==> src/rtl/i2c_arb_pkg.sv <==
// Shared definitions for the I2C front-end arbiter: field widths, FSM state
// codes, length limits and the watchdog response pattern.
package i2c_arb_pkg;

  localparam int DEV_W  = 7;
  localparam int REG_W  = 8;
  localparam int DATA_W = 32;
  localparam int LEN_W  = 3;

  localparam int MAX_LEN = 4;

  localparam logic [DATA_W-1:0] TIMEOUT_DATA = 32'hFFFF_FFFF;

  typedef logic [2:0] arb_state_t;

  localparam arb_state_t ST_IDLE       = 3'd0;
  localparam arb_state_t ST_ISSUE      = 3'd1;
  localparam arb_state_t ST_WAIT_START = 3'd2;
  localparam arb_state_t ST_WAIT_DONE  = 3'd3;
  localparam arb_state_t ST_RESPOND    = 3'd4;

  // A byte count the front-end can execute; anything else is faulted locally.
  function automatic logic len_legal(input logic [LEN_W-1:0] len);
    return (len != '0) && (int'(len) <= MAX_LEN);
  endfunction

endpackage

==> src/rtl/i2c_arbiter_if.sv <==
// Command/status lines between the arbiter (master) and the I2C front-end
// (slave).
interface i2c_arbiter_if;
  import i2c_arb_pkg::*;

  logic [DEV_W-1:0]  dev_addr;
  logic [REG_W-1:0]  reg_num;
  logic [DATA_W-1:0] tx_data;
  logic [LEN_W-1:0]  read_len;
  logic              read_len_wstrobe;
  logic [LEN_W-1:0]  write_len;
  logic              write_len_wstrobe;
  logic [1:0]        status;   // bit0 = idle, bit1 = fault of last transaction
  logic [DATA_W-1:0] rx_data;

  modport master (
    output dev_addr, reg_num, tx_data,
    output read_len, read_len_wstrobe, write_len, write_len_wstrobe,
    input  status, rx_data
  );

  modport slave (
    input  dev_addr, reg_num, tx_data,
    input  read_len, read_len_wstrobe, write_len, write_len_wstrobe,
    output status, rx_data
  );

endinterface

==> src/rtl/rr_arbiter.sv <==
// Combinational round-robin picker: first set request at or above ptr,
// wrapping, as a one-hot grant plus its index.
module rr_arbiter #(
  parameter int NREQ = 4,
  parameter int IW   = $clog2(NREQ)
) (
  input  logic [NREQ-1:0] req,
  input  logic [IW-1:0]   ptr,
  output logic [NREQ-1:0] grant,
  output logic [IW-1:0]   grant_idx,
  output logic            any
);

  int          pos;
  logic [IW-1:0] idx;

  always_comb begin
    // NOTE: every output gets a default before the search loop so no path
    // leaves a value unassigned, which would otherwise infer a latch.
    grant     = '0;
    grant_idx = '0;
    any       = 1'b0;
    pos       = 0;
    idx       = '0;
    for (int k = 0; k < NREQ; k++) begin
      pos = int'(ptr) + k;
      if (pos >= NREQ) pos = pos - NREQ;
      idx = IW'(pos);
      if (!any && req[idx]) begin
        any        = 1'b1;
        grant[idx] = 1'b1;
        grant_idx  = idx;
      end
    end
  end

endmodule

==> src/rtl/i2c_arbiter.sv <==
// Round-robin sharing of one I2C front-end among NREQ transaction requesters.
// Optional completion watchdog: define I2C_ARB_TIMEOUT_EN.
module i2c_arbiter
  import i2c_arb_pkg::*;
#(
  parameter int NREQ           = 4,
  parameter int START_WAIT     = 16,
  parameter int TIMEOUT_CYCLES = 1000000
) (
  input  logic                  clk,
  input  logic                  resetn,
  input  logic [NREQ-1:0]       i_req_valid,
  output logic [NREQ-1:0]       o_req_ready,
  input  logic [NREQ-1:0]       i_req_write,
  input  logic [DEV_W*NREQ-1:0] i_req_dev_addr,
  input  logic [REG_W*NREQ-1:0] i_req_reg_num,
  input  logic [LEN_W*NREQ-1:0] i_req_len,
  input  logic [DATA_W*NREQ-1:0] i_req_tx_data,
  output logic [NREQ-1:0]       o_rsp_valid,
  output logic [DATA_W-1:0]     o_rsp_data,
  output logic                  o_rsp_fault,
  i2c_arbiter_if.master         fe
);

  localparam int IW = $clog2(NREQ);
  localparam int SW = $clog2(START_WAIT + 1);

  arb_state_t      state;
  logic [IW-1:0]   rr_ptr;
  logic [IW-1:0]   owner;
  logic            cur_write;
  logic [SW-1:0]   start_cnt;

  logic [NREQ-1:0] rr_grant;
  logic [IW-1:0]   rr_idx;
  logic            rr_any;
  logic            accept;
  logic            fe_idle;
  logic [IW-1:0]   next_ptr;
  logic [NREQ-1:0] owner_onehot;

  logic              sel_write;
  logic [DEV_W-1:0]  sel_dev;
  logic [REG_W-1:0]  sel_reg;
  logic [LEN_W-1:0]  sel_len;
  logic [DATA_W-1:0] sel_tx;

  rr_arbiter #(.NREQ(NREQ), .IW(IW)) u_rr (
    .req       (i_req_valid),
    .ptr       (rr_ptr),
    .grant     (rr_grant),
    .grant_idx (rr_idx),
    .any       (rr_any)
  );

  assign fe_idle      = fe.status[0];
  // Gating on idle also holds off grants after a reset or watchdog expiry
  // until the front-end has finished whatever it was doing.
  assign accept       = (state == ST_IDLE) && fe_idle && rr_any;
  assign o_req_ready  = accept ? rr_grant : '0;
  assign next_ptr     = (rr_idx == IW'(NREQ - 1)) ? '0 : rr_idx + 1'b1;
  assign owner_onehot = NREQ'(1) << owner;

  assign sel_write = i_req_write[rr_idx];
  assign sel_dev   = i_req_dev_addr[rr_idx*DEV_W +: DEV_W];
  assign sel_reg   = i_req_reg_num[rr_idx*REG_W +: REG_W];
  assign sel_len   = i_req_len[rr_idx*LEN_W +: LEN_W];
  assign sel_tx    = i_req_tx_data[rr_idx*DATA_W +: DATA_W];

`ifdef I2C_ARB_TIMEOUT_EN
  localparam logic [31:0] TMO_LAST = 32'(TIMEOUT_CYCLES - 1);
  logic [31:0] tmo_cnt;
`else
  logic [DATA_W-1:0] unused_tmo;
  assign unused_tmo = 32'(TIMEOUT_CYCLES) ^ TIMEOUT_DATA;
`endif

  // NOTE: state registers use non-blocking assignments so every register in
  // this block samples the pre-edge values, independent of statement order.
  always_ff @(posedge clk) begin
    if (!resetn) begin
      state                <= ST_IDLE;
      rr_ptr               <= '0;
      owner                <= '0;
      cur_write            <= 1'b0;
      start_cnt            <= '0;
      o_rsp_valid          <= '0;
      o_rsp_data           <= '0;
      o_rsp_fault          <= 1'b0;
      fe.dev_addr          <= '0;
      fe.reg_num           <= '0;
      fe.tx_data           <= '0;
      fe.read_len          <= '0;
      fe.read_len_wstrobe  <= 1'b0;
      fe.write_len         <= '0;
      fe.write_len_wstrobe <= 1'b0;
`ifdef I2C_ARB_TIMEOUT_EN
      tmo_cnt              <= '0;
`endif
    end else begin
      fe.read_len_wstrobe  <= 1'b0;
      fe.write_len_wstrobe <= 1'b0;
      o_rsp_valid          <= '0;

      case (state)
        ST_IDLE: begin
          if (accept) begin
            owner     <= rr_idx;
            cur_write <= sel_write;
            rr_ptr    <= next_ptr;
            if (len_legal(sel_len)) begin
              // Strobe is registered here so it is high exactly during ISSUE.
              fe.dev_addr <= sel_dev;
              fe.reg_num  <= sel_reg;
              fe.tx_data  <= sel_tx;
              if (sel_write) begin
                fe.write_len         <= sel_len;
                fe.write_len_wstrobe <= 1'b1;
              end else begin
                fe.read_len          <= sel_len;
                fe.read_len_wstrobe  <= 1'b1;
              end
              state <= ST_ISSUE;
            end else begin
              o_rsp_valid <= rr_grant;
              o_rsp_fault <= 1'b1;
              o_rsp_data  <= '0;
              state       <= ST_RESPOND;
            end
          end
        end

        ST_ISSUE: begin
          start_cnt <= SW'(START_WAIT - 1);
`ifdef I2C_ARB_TIMEOUT_EN
          tmo_cnt   <= '0;
`endif
          state     <= ST_WAIT_START;
        end

        ST_WAIT_START, ST_WAIT_DONE: begin
`ifdef I2C_ARB_TIMEOUT_EN
          tmo_cnt <= tmo_cnt + 32'd1;
          if (tmo_cnt == TMO_LAST) begin
            o_rsp_valid <= owner_onehot;
            o_rsp_fault <= 1'b1;
            o_rsp_data  <= TIMEOUT_DATA;
            state       <= ST_RESPOND;
          end else
`endif
          if (state == ST_WAIT_START) begin
            // A front-end that finishes before we ever see it busy still
            // releases us once the start window expires.
            if (!fe_idle || start_cnt == '0) state <= ST_WAIT_DONE;
            else start_cnt <= start_cnt - 1'b1;
          end else if (fe_idle) begin
            o_rsp_valid <= owner_onehot;
            o_rsp_fault <= fe.status[1];
            o_rsp_data  <= cur_write ? '0 : fe.rx_data;
            state       <= ST_RESPOND;
          end
        end

        ST_RESPOND: state <= ST_IDLE;

        default: state <= ST_IDLE;
      endcase
    end
  end

endmodule

==> src/flat_wrapper.sv <==
// flat-port wrapper written by rule: the top's interface ports become plain ports
module i2c_arbiter_flat import i2c_arb_pkg::*;
#(
  parameter int NREQ           = 4,
  parameter int START_WAIT     = 16,
  parameter int TIMEOUT_CYCLES = 1000000
)
  (clk, resetn, i_req_valid, o_req_ready, i_req_write, i_req_dev_addr, i_req_reg_num, i_req_len, i_req_tx_data, o_rsp_valid, o_rsp_data, o_rsp_fault, fe_dev_addr, fe_reg_num, fe_tx_data, fe_read_len, fe_read_len_wstrobe, fe_write_len, fe_write_len_wstrobe, fe_status, fe_rx_data);
  i2c_arbiter_if fe_i ();
  input  logic clk;
  input  logic resetn;
  input  logic [NREQ-1:0] i_req_valid;
  output logic [NREQ-1:0] o_req_ready;
  input  logic [NREQ-1:0] i_req_write;
  input  logic [DEV_W*NREQ-1:0] i_req_dev_addr;
  input  logic [REG_W*NREQ-1:0] i_req_reg_num;
  input  logic [LEN_W*NREQ-1:0] i_req_len;
  input  logic [DATA_W*NREQ-1:0] i_req_tx_data;
  output logic [NREQ-1:0] o_rsp_valid;
  output logic [DATA_W-1:0] o_rsp_data;
  output logic o_rsp_fault;
  output wire logic [$bits(fe_i.dev_addr)-1:0] fe_dev_addr;
  output wire logic [$bits(fe_i.reg_num)-1:0] fe_reg_num;
  output wire logic [$bits(fe_i.tx_data)-1:0] fe_tx_data;
  output wire logic [$bits(fe_i.read_len)-1:0] fe_read_len;
  output wire logic [$bits(fe_i.read_len_wstrobe)-1:0] fe_read_len_wstrobe;
  output wire logic [$bits(fe_i.write_len)-1:0] fe_write_len;
  output wire logic [$bits(fe_i.write_len_wstrobe)-1:0] fe_write_len_wstrobe;
  input wire logic [$bits(fe_i.status)-1:0] fe_status;
  input wire logic [$bits(fe_i.rx_data)-1:0] fe_rx_data;
  assign fe_dev_addr = fe_i.dev_addr;
  assign fe_reg_num = fe_i.reg_num;
  assign fe_tx_data = fe_i.tx_data;
  assign fe_read_len = fe_i.read_len;
  assign fe_read_len_wstrobe = fe_i.read_len_wstrobe;
  assign fe_write_len = fe_i.write_len;
  assign fe_write_len_wstrobe = fe_i.write_len_wstrobe;
  assign fe_i.status = fe_status;
  assign fe_i.rx_data = fe_rx_data;
  i2c_arbiter #(.NREQ(NREQ), .START_WAIT(START_WAIT), .TIMEOUT_CYCLES(TIMEOUT_CYCLES)) u_core (.clk(clk), .resetn(resetn), .i_req_valid(i_req_valid), .o_req_ready(o_req_ready), .i_req_write(i_req_write), .i_req_dev_addr(i_req_dev_addr), .i_req_reg_num(i_req_reg_num), .i_req_len(i_req_len), .i_req_tx_data(i_req_tx_data), .o_rsp_valid(o_rsp_valid), .o_rsp_data(o_rsp_data), .o_rsp_fault(o_rsp_fault), .fe(fe_i));
endmodule
==> config.mk <==
export PLATFORM = sky130hd
export DESIGN_NAME = i2c_arbiter_flat
export DESIGN_NICKNAME = d
export VERILOG_FILES = /design/src/rtl/i2c_arb_pkg.sv /design/src/rtl/i2c_arbiter_if.sv /design/src/rtl/rr_arbiter.sv /design/src/rtl/i2c_arbiter.sv /design/src/flat_wrapper.sv
export SDC_FILE = /design/constraint.sdc
export NUM_CORES = 1
export LEC_CHECK = 0
export CAP_MARGIN = 20
export CORE_ASPECT_RATIO = 0.8
export CORE_MARGIN = 4
export CORE_UTILIZATION = 43
export DETAILED_ROUTE_END_ITERATION = 12
export PLACE_DENSITY_LB_ADDON = 0.12
export SLEW_MARGIN = 5
export SYNTH_ARGS = -nofsm -noshare
export SYNTH_HDL_FRONTEND = slang
export SYNTH_SLANG_ARGS = --single-unit
==> constraint.sdc <==
create_clock -name clk -period 9.6 [get_ports clk]
set_input_delay 1.92 -clock clk [delete_from_list [all_inputs] [get_ports clk]]
set_output_delay 1.92 -clock clk [all_outputs]
set_load 0.02 [all_outputs]
==> results of run 1 <==
==> cells by family after synthesis <==
group                      count (synthesis)
and+or+nand+nor                          338
AOI/OAI and AO/OA                        186
DFF                                      105
buffers and inverters                     77
muxes                                     59
adders and majority gates                 10
xor gates and xnor gates                   5
==> critical path: stages <==
cell and delay [ns]:
sky130_fd_sc_hd__clkdlybuf4s50_1 0.66, sky130_fd_sc_hd__mux2i_1 0.16, sky130_fd_sc_hd__mux2i_1 0.51, sky130_fd_sc_hd__o21ai_1 0.15
sky130_fd_sc_hd__and2_1 0.28, sky130_fd_sc_hd__inv_2 0.47, sky130_fd_sc_hd__buf_4 0.65, sky130_fd_sc_hd__a221o_1 0.29
sky130_fd_sc_hd__nand2_1 0.20, sky130_fd_sc_hd__xnor2_2 0.39, sky130_fd_sc_hd__a21o_1 0.85, sky130_fd_sc_hd__o21ai_0 0.20
==> per-stage QoR <==
stage	utilization	power [mW]
floorplan	-	1.67
global placement	0.693	2.16
detailed placement	0.693	2.18
CTS	0.714	2.54
global route	0.714	2.71
finish	0.714	2.52
==> routing by layer <==
layer,track usage,part of all wire
met2,0.434,0.49
met3,0.0823,0.088
met1,0.309,0.40
met4,0.0665,0.022
met5,0,0
==> registers in the layout (all words and copies together) (netlist names) <==
name	cells
u_core.fe.reg_num	8
u_core.cur_write	1
u_core.start_cnt	5
u_core.o_rsp_fault	1
u_core.o_rsp_data	32
u_core.fe.read_len_wstrobe	1
u_core.fe.dev_addr	7
u_core.fe.read_len	3
u_core.rr_ptr	2
u_core.state	3
u_core.o_rsp_valid	4
u_core.fe.tx_data	32
u_core.fe.write_len_wstrobe	1
u_core.fe.write_len	3
u_core.owner	2
==> power breakdown <==
group          total (mW)  internal, mW  switching (mW)
clock               0.347         0.184           0.164
sequential          0.624         0.548          0.0758
combinational        1.55         0.671           0.882
==> cell type report <==
class | instances | area, um^2 | area share
clock buffer | 10 | 239 | 0.0242
multi-input combinational | 598 | 3770 | 0.382
clock inverter | 6 | 42.5 | 0.00431
sequential | 105 | 2100 | 0.213
tap | 180 | 225 | 0.0228
inverter | 9 | 33.8 | 0.00342
timing repair buffer | 348 | 3460 | 0.350
==> worst max-delay path by stage <==
stage / to / cells past startpoint / start / slack (ns)
3_3_place_gp: u_core.o_rsp_data[31] / 12 / i_req_valid[3] / 2.88
4_1_cts: u_core.o_rsp_data[0] / 12 / i_req_valid[1] / 3.07
6_report: u_core.o_rsp_data[0] / 12 / i_req_valid[0] / 3.03
5_1_grt: u_core.o_rsp_data[0] / 12 / i_req_valid[3] / 2.53
3_5_place_dp: u_core.o_rsp_data[0] / 12 / i_req_valid[2] / 2.75
2_1_floorplan: o_req_ready[2] / 6 / i_req_valid[2] / 4.19
==> Yosys cell counts, drive strengths merged (3+ instances only) <==
cell type | n | area share
a211oi | 47 | 0.057
a21boi | 5 | 0.0061
a21oi | 8 | 0.0071
a221o | 6 | 0.0097
a221oi | 4 | 0.0057
a22oi | 7 | 0.011
a31oi | 48 | 0.048
and2 | 58 | 0.059
buf | 20 | 0.020
clkbuf | 48 | 0.029
dfxtp | 105 | 0.34
ha | 10 | 0.020
inv | 9 | 0.0055
mux2i | 57 | 0.094
nand2 | 145 | 0.089
nand2b | 4 | 0.0040
nand3 | 44 | 0.036
nor2 | 12 | 0.0073
nor2b | 50 | 0.052
nor3 | 7 | 0.0057
nor4 | 3 | 0.0030
o211a | 3 | 0.0048
o21ai | 43 | 0.035
o31ai | 4 | 0.0048
or2 | 4 | 0.0040
xor2 | 3 | 0.0042
==> impl_metrics.prom, run 1 <==
# TYPE chip_impl_metric gauge
chip_impl_metric{name="post_layout_nonfiller_instances",unit=""} 1256
chip_impl_metric{name="vdd_ir_drop_max",unit="V"} 0.000170
chip_impl_info{name="largest_family_of_logic_cells_by_synthesized_area",value="simple AND/OR/NAND/NOR gates"} 1
chip_impl_metric{name="clk_path_buf_depth",unit=""} 2
chip_impl_info{name="grt_setup_unrepaired",value="false"} 1
chip_impl_metric{name="fill_cells",unit=""} 1132
chip_impl_metric{name="global_route.usage.total",unit=""} 0.254
chip_impl_metric{name="yosysSeqAreaShare",unit=""} 0.339
chip_impl_metric{name="via_count",unit=""} 6639
chip_impl_info{name="hold_path_startpoint",value="u_core.o_rsp_data[20]"} 1
chip_impl_info{name="timing.rr.end",value="u_core.o_rsp_data[0]"} 1
chip_impl_metric{name="antenna_found_initial",unit=""} 0
chip_impl_metric{name="worst_skew_pair.late_latency",unit="ns"} 0.34
chip_impl_metric{name="drc",unit=""} 0
chip_impl_info{name="yosys_most_used_dff",value="sky130_fd_sc_hd__dfxtp_1"} 1
chip_impl_metric{name="die_width",unit="um"} 142
chip_impl_metric{name="route.detailed.wl_per_inst",unit="um"} 17.6
chip_impl_info{name="tritoncts",value="built"} 1
chip_impl_metric{name="cts.reportedPaths.clkPinSlew",unit="ns"} 0.07
chip_impl_metric{name="tightest_slew",unit="ns"} 1.02
chip_impl_info{name="cts_root_buffer_type",value="sky130_fd_sc_hd__clkbuf_16"} 1
chip_impl_metric{name="post-cts-setup-buffers",unit=""} 0
chip_impl_info{name="worstSetupPathType",value="in2reg"} 1
chip_impl_metric{name="worst-endpoint-arrival",unit="ns"} 6.75
chip_impl_info{name="holdPathEnd",value="u_core.o_rsp_data[20]"} 1
chip_impl_info{name="layout.cells.most_common",value="sky130_fd_sc_hd__clkdlybuf4s50_1"} 1
chip_impl_metric{name="post_route_cells_drive_above_1_share",unit=""} 0.0400
chip_impl_metric{name="detailedPlace.worstSlack",unit="ns"} 2.75
chip_impl_metric{name="synthesis.nets",unit=""} 1034
chip_impl_metric{name="slew_headroom",unit=""} 0.322
chip_impl_metric{name="timing.reg2reg.worst_path_depth",unit=""} 13
chip_impl_metric{name="syn_area",unit="um^2"} 6200
chip_impl_metric{name="fin_worst_skew",unit="ns"} 0.00907
chip_impl_metric{name="route.antenna.remaining_nets",unit=""} 0
chip_impl_metric{name="synth_warnings",unit=""} 0
chip_impl_metric{name="min_cycle_time_layout",unit="ns"} 6.57
chip_impl_metric{name="setup_total_negative_slack",unit="ns"} 0
chip_impl_metric{name="ctsResizeCount",unit=""} 0
chip_impl_metric{name="setup_violating_endpoint_count_in_the_final_report",unit=""} 0
chip_impl_metric{name="timing.hold.worst_path_depth",unit=""} 2
chip_impl_info{name="outcome",value="complete, no violations"} 1
chip_impl_metric{name="p_per_area",unit="nW/um^2"} 256
chip_impl_metric{name="timing.reg2reg.setup_slack",unit="ns"} 3.88
chip_impl_info{name="worstSetupStartpointType",value="input port"} 1
chip_impl_metric{name="post-place-cells",unit=""} 1240
chip_impl_info{name="critPathCaptureType",value="flip-flop"} 1
chip_impl_metric{name="synth-async-reset-ratio",unit=""} 0
chip_impl_metric{name="drt_wl_total",unit="um"} 22100
chip_impl_metric{name="first_pass_iters",unit=""} 5
chip_impl_metric{name="floorplan.core_area",unit="um^2"} 13800
chip_impl_metric{name="fmax",unit="MHz"} 152
chip_impl_metric{name="cell_area_after_layout",unit="um^2"} 9870
chip_impl_metric{name="dpl-instance-area",unit="um^2"} 9590
chip_impl_metric{name="holdWs",unit="ns"} 0.449
chip_impl_metric{name="finalHoldViolations",unit=""} 0
chip_impl_metric{name="design.portCount",unit=""} 340
chip_impl_metric{name="maximum_number_of_pins_on_one_net_before_global_route_repair",unit=""} 105
chip_impl_metric{name="antenna_cells",unit=""} 0
chip_impl_metric{name="synthesis.area_per_instance",unit="um^2"} 7.94
chip_impl_metric{name="flow.area_growth_from_synthesis",unit="%"} 59.3
chip_impl_metric{name="worst_slack",unit="ns"} 3.03
chip_impl_metric{name="synth-adder-area-share",unit=""} 0.0202
chip_impl_metric{name="worst_ep_required_time",unit="ns"} 9.79
chip_impl_metric{name="drv_slew",unit=""} 0
chip_impl_metric{name="clock_sink_count",unit=""} 105
chip_impl_metric{name="holdBufCountCts",unit=""} 0
chip_impl_metric{name="cts-htree-levels",unit=""} 3
chip_impl_metric{name="max_cap_viols",unit=""} 0
chip_impl_metric{name="first_global_vias",unit=""} 6292
chip_impl_metric{name="die_h",unit="um"} 115
chip_impl_metric{name="grt_first_pass_wirelength",unit="um"} 33400
chip_impl_metric{name="cp_max_fo",unit=""} 68
chip_impl_metric{name="die_area",unit="um^2"} 16400
chip_impl_metric{name="yosys.cell_types.count",unit=""} 56
chip_impl_info{name="holdCritPathClass",value="reg2reg"} 1
chip_impl_metric{name="global_route.overflow_total",unit=""} 0
chip_impl_metric{name="synth_seq_cells",unit=""} 105
chip_impl_metric{name="dp_hpwl",unit="um"} 16700
chip_impl_metric{name="synth_enable_flop_cells",unit=""} 0
chip_impl_metric{name="detailedRoute.firstIterationViolations",unit=""} 474
chip_impl_metric{name="vias_per_cell",unit=""} 5.29
chip_impl_metric{name="final_nets",unit=""} 1325
chip_impl_metric{name="synth_compound_area_frac",unit=""} 0.204
chip_impl_info{name="reg2reg_from",value="u_core.rr_ptr[0]"} 1
chip_impl_metric{name="synth.mux.area_fraction",unit=""} 0.101
chip_impl_metric{name="netlist_instances",unit=""} 780
chip_impl_metric{name="start_util",unit=""} 0.448
chip_impl_metric{name="synth_xor_area_frac",unit=""} 0.00828
chip_impl_metric{name="placement.io_buffers",unit=""} 339
chip_impl_metric{name="simple_gate_share_of_the_synthesized_area",unit=""} 0.272
chip_impl_info{name="layout_common_cells",value="338 x sky130_fd_sc_hd__clkdlybuf4s50_1, 144 x sky130_fd_sc_hd__nand2_1, 105 x sky130_fd_sc_hd__dfxtp_1"} 1
chip_impl_metric{name="final_min_period_over_clock_period",unit=""} 0.684
chip_impl_metric{name="leakage",unit="nW"} 3.54
chip_impl_metric{name="globalplace.congestion",unit=""} 0.891
chip_impl_metric{name="cts_inserted_buffers",unit=""} 9
chip_impl_metric{name="core.rowCount",unit=""} 38
No activity file was read; power rests on OpenSTA's default activity.
==> run 2: changes to the inputs <==
- CORE_UTILIZATION: 43 -> 36
- clock period: 9.6 -> 5.4 ns (I/O delays scaled with it)
==> run 2 against run 1 <==
Compared with the run above:
- clock skew down 0.0033 ns
- design area grew 1.2%
- first-iteration DRC count fell by 15%
- global-route usage decreased by 3.0 points
- cell count increased by 3.3%
- register-to-register slack lost 2.9 ns
- core utilization down 12 points
- power rose by 81%
- critical path type is now reg2out
- critical endpoint is now o_req_ready[2]
- largest power group unchanged
==> impl_metrics.prom, run 2 (synthesis gave the netlist of run 1 again) <==
# TYPE chip_impl_metric gauge
chip_impl_metric{name="globalplace.congestion",unit=""} 0.896
chip_impl_info{name="layout_common_cells",value="338 x sky130_fd_sc_hd__clkdlybuf4s50_1, 144 x sky130_fd_sc_hd__nand2_1, 105 x sky130_fd_sc_hd__dfxtp_1"} 1
chip_impl_metric{name="max_cap_viols",unit=""} 0
chip_impl_metric{name="floorplan.core_area",unit="um^2"} 16700
chip_impl_metric{name="grt_first_pass_wirelength",unit="um"} 34800
chip_impl_metric{name="drt_wl_total",unit="um"} 22400
chip_impl_metric{name="post-place-cells",unit=""} 1281
chip_impl_metric{name="setup_total_negative_slack",unit="ns"} 0
chip_impl_metric{name="detailedPlace.worstSlack",unit="ns"} 0.636
chip_impl_metric{name="worst-endpoint-arrival",unit="ns"} 3.80
chip_impl_metric{name="post-cts-setup-buffers",unit=""} 0
chip_impl_metric{name="core.rowCount",unit=""} 42
chip_impl_info{name="worstSetupPathType",value="reg2out"} 1
chip_impl_info{name="cts_root_buffer_type",value="sky130_fd_sc_hd__clkbuf_16"} 1
chip_impl_info{name="layout.cells.most_common",value="sky130_fd_sc_hd__clkdlybuf4s50_1"} 1
chip_impl_metric{name="first_global_vias",unit=""} 6345
chip_impl_info{name="reg.largest.list",value="u_core.fe.tx_data: 32 flops, u_core.o_rsp_data: 32 flops, u_core.fe.reg_num: 8 flops"} 1
chip_impl_metric{name="clk_path_buf_depth",unit=""} 2
chip_impl_info{name="critPathSlowestCell",value="sky130_fd_sc_hd__dfxtp_1"} 1
chip_impl_info{name="critPathCaptureType",value="primary output"} 1
chip_impl_metric{name="post_layout_nonfiller_instances",unit=""} 1297
chip_impl_metric{name="slew_headroom",unit=""} 0.333
chip_impl_metric{name="route.antenna.remaining_nets",unit=""} 0
chip_impl_metric{name="global_route.overflow_total",unit=""} 0
chip_impl_metric{name="die_width",unit="um"} 155
chip_impl_metric{name="crit_buf_inv",unit=""} 2
chip_impl_metric{name="flow.area_growth_from_synthesis",unit="%"} 61.2
chip_impl_metric{name="p_total",unit="mW"} 4.57
chip_impl_metric{name="holdBufCountCts",unit=""} 0
chip_impl_metric{name="cts.reportedPaths.clkPinSlew",unit="ns"} 0.07
chip_impl_metric{name="final_min_period_over_clock_period",unit=""} 0.904
chip_impl_metric{name="drc",unit=""} 0
chip_impl_metric{name="min_cycle_time_layout",unit="ns"} 4.88
chip_impl_metric{name="die_area",unit="um^2"} 19400
chip_impl_metric{name="vias_per_cell",unit=""} 5.11
chip_impl_metric{name="vdd_ir_drop_max",unit="V"} 0.000367
chip_impl_info{name="holdCritPathClass",value="reg2reg"} 1
chip_impl_metric{name="post_route_cells_drive_above_1_share",unit=""} 0.0409
chip_impl_metric{name="first_pass_iters",unit=""} 5
chip_impl_metric{name="leakage",unit="nW"} 3.58
chip_impl_metric{name="regArea",unit="um^2"} 2100
chip_impl_metric{name="route.detailed.wl_per_inst",unit="um"} 17.3
chip_impl_metric{name="layout.core_utilization",unit=""} 0.598
chip_impl_metric{name="worst_skew_pair.late_latency",unit="ns"} 0.35
chip_impl_metric{name="clock_sink_count",unit=""} 105
chip_impl_metric{name="dp_hpwl",unit="um"} 16900
chip_impl_metric{name="die_h",unit="um"} 125
chip_impl_metric{name="drv_slew",unit=""} 0
chip_impl_metric{name="fill_cells",unit=""} 1579
chip_impl_metric{name="design.portCount",unit=""} 340
chip_impl_metric{name="fmax",unit="MHz"} 205
chip_impl_metric{name="fin_worst_skew",unit="ns"} 0.00577
chip_impl_metric{name="setup_violating_endpoint_count_in_the_final_report",unit=""} 0
chip_impl_metric{name="antenna_cells",unit=""} 0
chip_impl_metric{name="tightest_slew",unit="ns"} 1.00
chip_impl_metric{name="via_count",unit=""} 6623
chip_impl_info{name="worstSetupStartpointType",value="flip-flop"} 1
chip_impl_metric{name="detailedRoute.firstIterationViolations",unit=""} 401
chip_impl_info{name="grt_setup_unrepaired",value="false"} 1
chip_impl_info{name="cell_by_cell_trace_of_the_critical_path",value="inv_1 > ha_1 > or3b_1 > a211o_1 > a21oi_2 > or2_2 > a22oi_1 > a21oi_1 > clkdlybuf4s50_1"} 1
chip_impl_metric{name="dpl-instance-area",unit="um^2"} 9680
chip_impl_metric{name="finalHoldViolations",unit=""} 0
chip_impl_info{name="tritoncts",value="built"} 1
chip_impl_metric{name="cell_area_after_layout",unit="um^2"} 9990
chip_impl_metric{name="cts-htree-levels",unit=""} 3
chip_impl_info{name="outcome",value="complete, no violations"} 1
chip_impl_metric{name="worst_ep_required_time",unit="ns"} 4.32
chip_impl_metric{name="antenna_found_initial",unit=""} 1
chip_impl_metric{name="cts_inserted_buffers",unit=""} 9
chip_impl_metric{name="placement.io_buffers",unit=""} 339
chip_impl_metric{name="holdWs",unit="ns"} 0.447
chip_impl_metric{name="start_util",unit=""} 0.371
chip_impl_metric{name="global_route.usage.total",unit=""} 0.224
chip_impl_metric{name="worst_slack",unit="ns"} 0.520
chip_impl_metric{name="final_nets",unit=""} 1326
chip_impl_metric{name="maximum_number_of_pins_on_one_net_before_global_route_repair",unit=""} 97
chip_impl_metric{name="worst_path_largest_cell_delay",unit="ns"} 0.70
chip_impl_metric{name="ctsResizeCount",unit=""} 0
chip_impl_info{name="timing.critical_path.max_delay_family",value="buffers and inverters"} 1
chip_impl_metric{name="multiInputGateArea",unit="um^2"} 3770
chip_impl_metric{name="cp_max_fo",unit=""} 15
chip_impl_metric{name="p_per_area",unit="nW/um^2"} 458
-- run 2: changes by cell type in the layout (fill, tap and decap cells not counted) --
cell                         previous run  this run
sky130_fd_sc_hd__buf_4                  9         8
sky130_fd_sc_hd__clkbuf_8               1         2
sky130_fd_sc_hd__clkinv_4               1         2
sky130_fd_sc_hd__buf_12                 0         2
sky130_fd_sc_hd__inv_2                  2         1
sky130_fd_sc_hd__clkinvlp_4             2         0
sky130_fd_sc_hd__bufinv_16              0         1
-- run 2: cell type report --
cell class / instances / share of cell area
well taps: 220 / 0.0276
multi-input cells: 598 / 0.378
flip-flops and latches: 105 / 0.210
inverters: 9 / 0.00351
clock buffers: 11 / 0.0253
clock inverters: 5 / 0.00614
repair buffers: 349 / 0.349
-- run 2: power breakdown --
group          internal (mW)  switching (mW)  total [mW]  leakage [nW]
Combinational           1.22            1.56        2.78          2.57
Clock                  0.388           0.304       0.692         0.156
Sequential             0.974           0.129        1.10         0.853
-- run 2: metal layers --
metal | track usage | vias up | share of wire
li1 | - | 3335 | -
met1 | 0.283 | 3040 | 0.43
met2 | 0.369 | 218 | 0.48
met3 | 0.0722 | 28 | 0.077
met4 | 0.0582 | 2 | 0.017
met5 | 0 | - | 0.00036
-- run 2: path summary, 6_finish.rpt --
kind	startpoint	to	slack, ns	cells past startpoint
setup / recovery	u_core.rr_ptr[0]	o_req_ready[2]	0.52	9
hold / removal	u_core.o_rsp_data[24]	u_core.o_rsp_data[24]	0.45	2
setup reg to reg	u_core.rr_ptr[0]	u_core.fe.tx_data[6]	1.02	12
hold reg to reg	u_core.o_rsp_data[24]	u_core.o_rsp_data[24]	0.45	2
-- run 2: worst min-delay path, stage by stage (launching register included) --
cell and delay [ns]:
sky130_fd_sc_hd__dfxtp_1 0.31, sky130_fd_sc_hd__nand2_1 0.05, sky130_fd_sc_hd__o21ai_1 0.05
